$ cat config.mk
export PLATFORM = sky130hd
export DESIGN_NAME = pc_gen
export DESIGN_NICKNAME = d
export VERILOG_FILES = /design/src/rtl/pc_gen.sv
export SDC_FILE = /design/constraint.sdc
export NUM_CORES = 1
export LEC_CHECK = 0
export ABC_AREA = 1
export ABC_CLOCK_PERIOD_IN_PS = 2380
export CAP_MARGIN = 20
export CORE_UTILIZATION = 45
export CTS_CLUSTER_SIZE = 10
export DETAILED_ROUTE_END_ITERATION = 10
export DONT_BUFFER_PORTS = 1
export MAX_ROUTING_LAYER = met4
export PLACE_DENSITY_LB_ADDON = 0.15
export SETUP_SLACK_MARGIN = 0.15
export SYNTH_ARGS = -nofsm -noshare
export SYNTH_HDL_FRONTEND = slang
export SYNTH_SLANG_ARGS = --single-unit
$ cat constraint.sdc
create_clock -name clk -period 2.38 [get_ports clk]
set_clock_uncertainty 0.1 [all_clocks]
set_input_delay 0.476 -clock clk [delete_from_list [all_inputs] [get_ports clk]]
set_output_delay 0.476 -clock clk [all_outputs]
set_load 0.03 [all_outputs]
$ cat src/rtl/pc_gen.sv
// Program-counter generator: produces the fetch PC stream over a valid/ready handshake.
// Optional PC_MISALIGN_CHK_EN: aligns loaded targets and pulses misalign_err.
module pc_gen #(
  parameter int unsigned     XLEN       = 64,
  parameter int unsigned     STEP       = 4,
  parameter logic [XLEN-1:0] RESET_VEC  = '0,
  parameter int unsigned     ALIGN_BITS = 2
) (
  input  logic            clk,
  input  logic            reset,
  input  logic            redirect_valid,
  input  logic [XLEN-1:0] redirect_target,
  input  logic            trap_valid,
  input  logic [XLEN-1:0] trap_vector,
  input  logic            halt,
  input  logic            pc_ready,
  output logic [XLEN-1:0] pc,
  output logic            pc_valid,
  output logic            halted,
  output logic            misalign_err
);

  typedef enum logic [1:0] {S_BOOT, S_RUN, S_HALT} state_t;

  state_t          r_state, w_state_nxt;
  logic [XLEN-1:0] r_pc, w_pc_nxt;
  logic [XLEN-1:0] w_trap_tgt, w_redir_tgt;

`ifdef PC_MISALIGN_CHK_EN
  localparam logic [XLEN-1:0] LO_MASK = (XLEN'(1) << ALIGN_BITS) - XLEN'(1);
  logic r_err, w_err_nxt;
  logic w_trap_mis, w_redir_mis;

  assign w_trap_mis   = |(trap_vector & LO_MASK);
  assign w_redir_mis  = |(redirect_target & LO_MASK);
  assign w_trap_tgt   = trap_vector & ~LO_MASK;
  assign w_redir_tgt  = redirect_target & ~LO_MASK;
  assign misalign_err = r_err;
`else
  assign w_trap_tgt   = trap_vector;
  assign w_redir_tgt  = redirect_target;
  assign misalign_err = 1'b0;
`endif

  always_comb begin
    w_state_nxt = r_state;
    w_pc_nxt    = r_pc;
`ifdef PC_MISALIGN_CHK_EN
    w_err_nxt   = 1'b0;
`endif
    case (r_state)
      S_BOOT: w_state_nxt = S_RUN;
      S_RUN: begin
        // A trap keeps the block running even when halt is requested.
        if (trap_valid) begin
          w_pc_nxt = w_trap_tgt;
`ifdef PC_MISALIGN_CHK_EN
          w_err_nxt = w_trap_mis;
`endif
        end else begin
          if (redirect_valid) begin
            w_pc_nxt = w_redir_tgt;
`ifdef PC_MISALIGN_CHK_EN
            w_err_nxt = w_redir_mis;
`endif
          end else if (pc_ready) begin
            w_pc_nxt = r_pc + XLEN'(STEP);
          end
          if (halt) w_state_nxt = S_HALT;
        end
      end
      S_HALT: begin
        if (trap_valid) begin
          w_pc_nxt    = w_trap_tgt;
          w_state_nxt = S_RUN;
`ifdef PC_MISALIGN_CHK_EN
          w_err_nxt = w_trap_mis;
`endif
        end else if (!halt) begin
          w_state_nxt = S_RUN;
        end
      end
      default: w_state_nxt = S_BOOT;
    endcase
  end

  always_ff @(posedge clk) begin
    if (reset) begin
      r_state <= S_BOOT;
      r_pc    <= RESET_VEC;
`ifdef PC_MISALIGN_CHK_EN
      r_err   <= 1'b0;
`endif
    end else begin
      r_state <= w_state_nxt;
      r_pc    <= w_pc_nxt;
`ifdef PC_MISALIGN_CHK_EN
      r_err   <= w_err_nxt;
`endif
    end
  end

  assign pc       = r_pc;
  assign pc_valid = (r_state == S_RUN);
  assign halted   = (r_state == S_HALT);

endmodule

==> results.yml <==
global_route:
  grt_max_degree: 109
  antenna_found_initial: 0
  grt_use_total_pct: 33.4
  grt_pass1_wl_mm: 32.6
  grt_pass1_vias: 5886
  overflow: 0
placed_design:
  place_congestion: 1.07
  dp_cells: 1227
  numPortBuffers: 0
  dp_hpwl_mm: 17.2
  placed_area_sq_um: 6440
critical_path:
  cpMaxStageDelayCell: "dfxtp_1"
  crit_path_start_kind: "flop"
  r2r-start: "pc[2]"
  cp.required_ns: 2.52
  reg2reg_depth: 10
  r2r-end: "pc[48]"
  crit_path_end_kind: "flop"
  slowest_delay_ns: 0.40
  startpoint: "pc[2]"
  worstPathMaxFanout: 7
  criticalPathCategory: "reg2reg"
  r2r_slack_ns: 0.36
  critPathArrivalTime_ns: 2.16
  path_cells: "ha_1, nand2_2, nor2_8, nand2_4, nor2_4, nand3_1, nand2_1, nand3_1, nand2_1, a21oi_1"
layout:
  nNetsFinal: 1204
  stdcell_count: 1243
  n_fill_cell: 1390
  regArea_sq_um: 1320
  layout-drive-gt1-share_pct: 12.6
  area_delta_synth_final_pct: 15.8
  multi_input_comb_area_sq_um: 3990
  design_area_sq_um: 6790
  insertedDiodeCount: 0
clock_network:
  htree_levels: 3
  ctsHoldBuffers: 0
  cts_buffer_depth: 2
  cts.sinks: 66
  cts_buffers: 9
  clk_latency_ns: 0.35
  cts-root-buf: "clkbuf_16"
  cts_tree: "built"
  clkTransAtPathRegs_ns: 0.06
yosys:
  synth_compound_area_share_pct: 22.1
  netlist_instances: 1028
  yosys.area_share.xor_xnor_pct: 2.24
  syn_area_sq_um: 5860
  synth_nets: 1166
  muxShareOfSynthArea_pct: 0.171
  ys_types: 36
  yosys.area.top_type: "dfxtp_1"
  yosysSeqAreaShare_pct: 22.5
  synth.top_cells.by_area: "dfxtp_1, nand2_1, nor2_1, a21oi_1, o21ai_0"
  synthSimpleGateAreaFrac_pct: 42.3
  synth_top_area_share_pct: 22.5
  synth_seq_cells: 66
  synthAdderAreaFrac_pct: 0.854
  yosysWarningCount: 0
  synth_top_family_by_area: "simple AND/OR/NAND/NOR gates"
  synth_area_per_cell_sq_um: 5.70
detailed_routing:
  post_drt_via_cell_ratio: 5.50
  drt_pass1_iterations: 5
  vias: 6837
  ant_nets: 0
  drtIter0Drc: 581
  routedWlPerCell_um: 17.5
  wirelength_mm: 21.7
  drc: 0
hold_path:
  min_to: "r_state[0]"
  hp-class: "in2reg"
  min_from: "reset"
  worstHoldPathCells: 1
sta:
  finalSetupTns_ns: 0
  worst_pin_slew_ns: 0.512
  period_share_pct: 85.0
  clock.fmax_mhz: 494
  hold_viol: 0
  relSlewSlack_pct: 65.8
  finalSetupViolations: 0
  rsz0062_at_grt: "false"
  fin_crit_ns: 2.02
  slew_violations: 0
floorplanning:
  core_sq_um: 12700
  die_w_um: 116
  dieArea_sq_um: 13500
  die_h_um: 116
  initial_utilization_pct: 46.3
  io_pins: 201
  row_count: 41
power:
  p_leak_nw: 2.83
  power.density_nw_per_um2: 1080
  power_mw: 7.32
  ir_drop_v: 0.00109
status:
  status: "completed"
job:
  maxCapViolations: 0
## sequential cells by signal, summed over array words and instances (netlist names)
register / cells
pc: 64
r_state: 2
## Yosys cell counts (all sizes together)
cell / n
inv: 89
xnor2: 3
o211ai: 11
mux2i: 1
o21ai: 98
clkbuf: 32
o21bai: 10
nand3: 82
dfxtp: 66
nor2: 201
conb: 1
a211oi: 1
nand4: 16
ha: 4
a31oi: 2
a21oi: 125
dlygate4sd1: 1
xor2: 12
buf: 15
or2: 13
nand2: 240
nor3: 5
## per-layer routing
metal / up-vias / part of all wire [%] / routed length (um) / track usage, %
met3: 33 / 8.4 / 1830 / 6.07
met1: 3067 / 46 / 9940 / 45.0
li1: 3440 / - / - / -
met2: 297 / 44 / 9460 / 50.0
met5: - / 0 / 0 / -
met4: 0 / 2.3 / 507 / 11.7
## per-stage QoR
step	utilization (%)	worst slack, ns	hold slack, ns
2_1_floorplan	-	0.378	0.374
3_3_place_gp	50.8	0.400	0.400
3_5_place_dp	50.8	0.373	0.411
4_1_cts	53.5	0.352	0.0978
5_1_grt	53.6	0.198	0.102
6_report	53.6	0.357	0.0988
## worst max-delay path: cells and delay by family, from the launching register on
kind | cells | cell delay [ns]
adder cells (fa/ha/maj) | 1 | 0.30
AND/OR/NAND/NOR | 8 | 1.08
flip-flops | 1 | 0.40
AO/OA/AOI/OAI | 1 | 0.05
## kinds of logic (layout without fill, tap and decap cells)
kind of cell,Yosys count,in the layout
simple gates,557,557
compound gates,247,247
buf+inv,137,180
flops,66,66
xor+xnor,15,15
fa+ha+maj,4,4
other cells,1,1
mux,1,1
## final cells by class
| cell class | count | share of cell area (%) |
|---|---|---|
| inverter | 89 | 4.96 |
| sequential | 66 | 19.5 |
| clock buffer | 12 | 3.93 |
| multi-input combinational | 825 | 58.7 |
| clock inverter | 4 | 1.07 |
| timing repair buffer | 75 | 8.66 |
| tap | 172 | 3.17 |
## worst max-delay path by stage
stage | slack [ns] | end | depth (start not counted)
after floorplan | 0.38 | pc[34] | 9
after global placement | 0.40 | pc[39] | 8
after detailed placement | 0.37 | pc[56] | 9
after CTS | 0.35 | pc[56] | 9
after global routing | 0.20 | pc[39] | 8
final | 0.36 | pc[48] | 10
## layout by cell type (no fill, tap or decap)
cell type,instances
or2_2,3
o211ai_1,11
nand2_2,9
a31oi_1,2
nor3_1,4
nor2_2,7
nor2_1,183
conb_1,1
inv_2,4
bufinv_16,2
nand2_1,227
dfxtp_1,66
o21ai_1,16
o21bai_1,10
nor3_4,1
buf_4,73
o21ai_0,81
buf_12,2
xnor2_1,3
nor2_4,8
nand2_4,4
xor2_1,12
clkinv_2,3
clkbuf_16,9
nand3_1,80
ha_1,4
nor2_8,3
o21ai_4,1
mux2i_1,1
nand4_1,16
nand3_4,2
inv_1,83
a21oi_1,125
or2_0,10
clkbuf_8,3
a211oi_1,1
clkinvlp_4,1
## report_power, final
group          switching (mW)  internal, mW
Sequential              0.434          1.50
Combinational            2.62          1.24
Clock                   0.531          1.00
Total                    3.58          3.74
## repair_timing
item,4_1_cts,5_1_grt
resized for setup,0,1
hold endpoints to repair,0,0
buffers inserted,0,0
endpoints found under the setup margin,0,1
(Power assumes the default switching activity.)
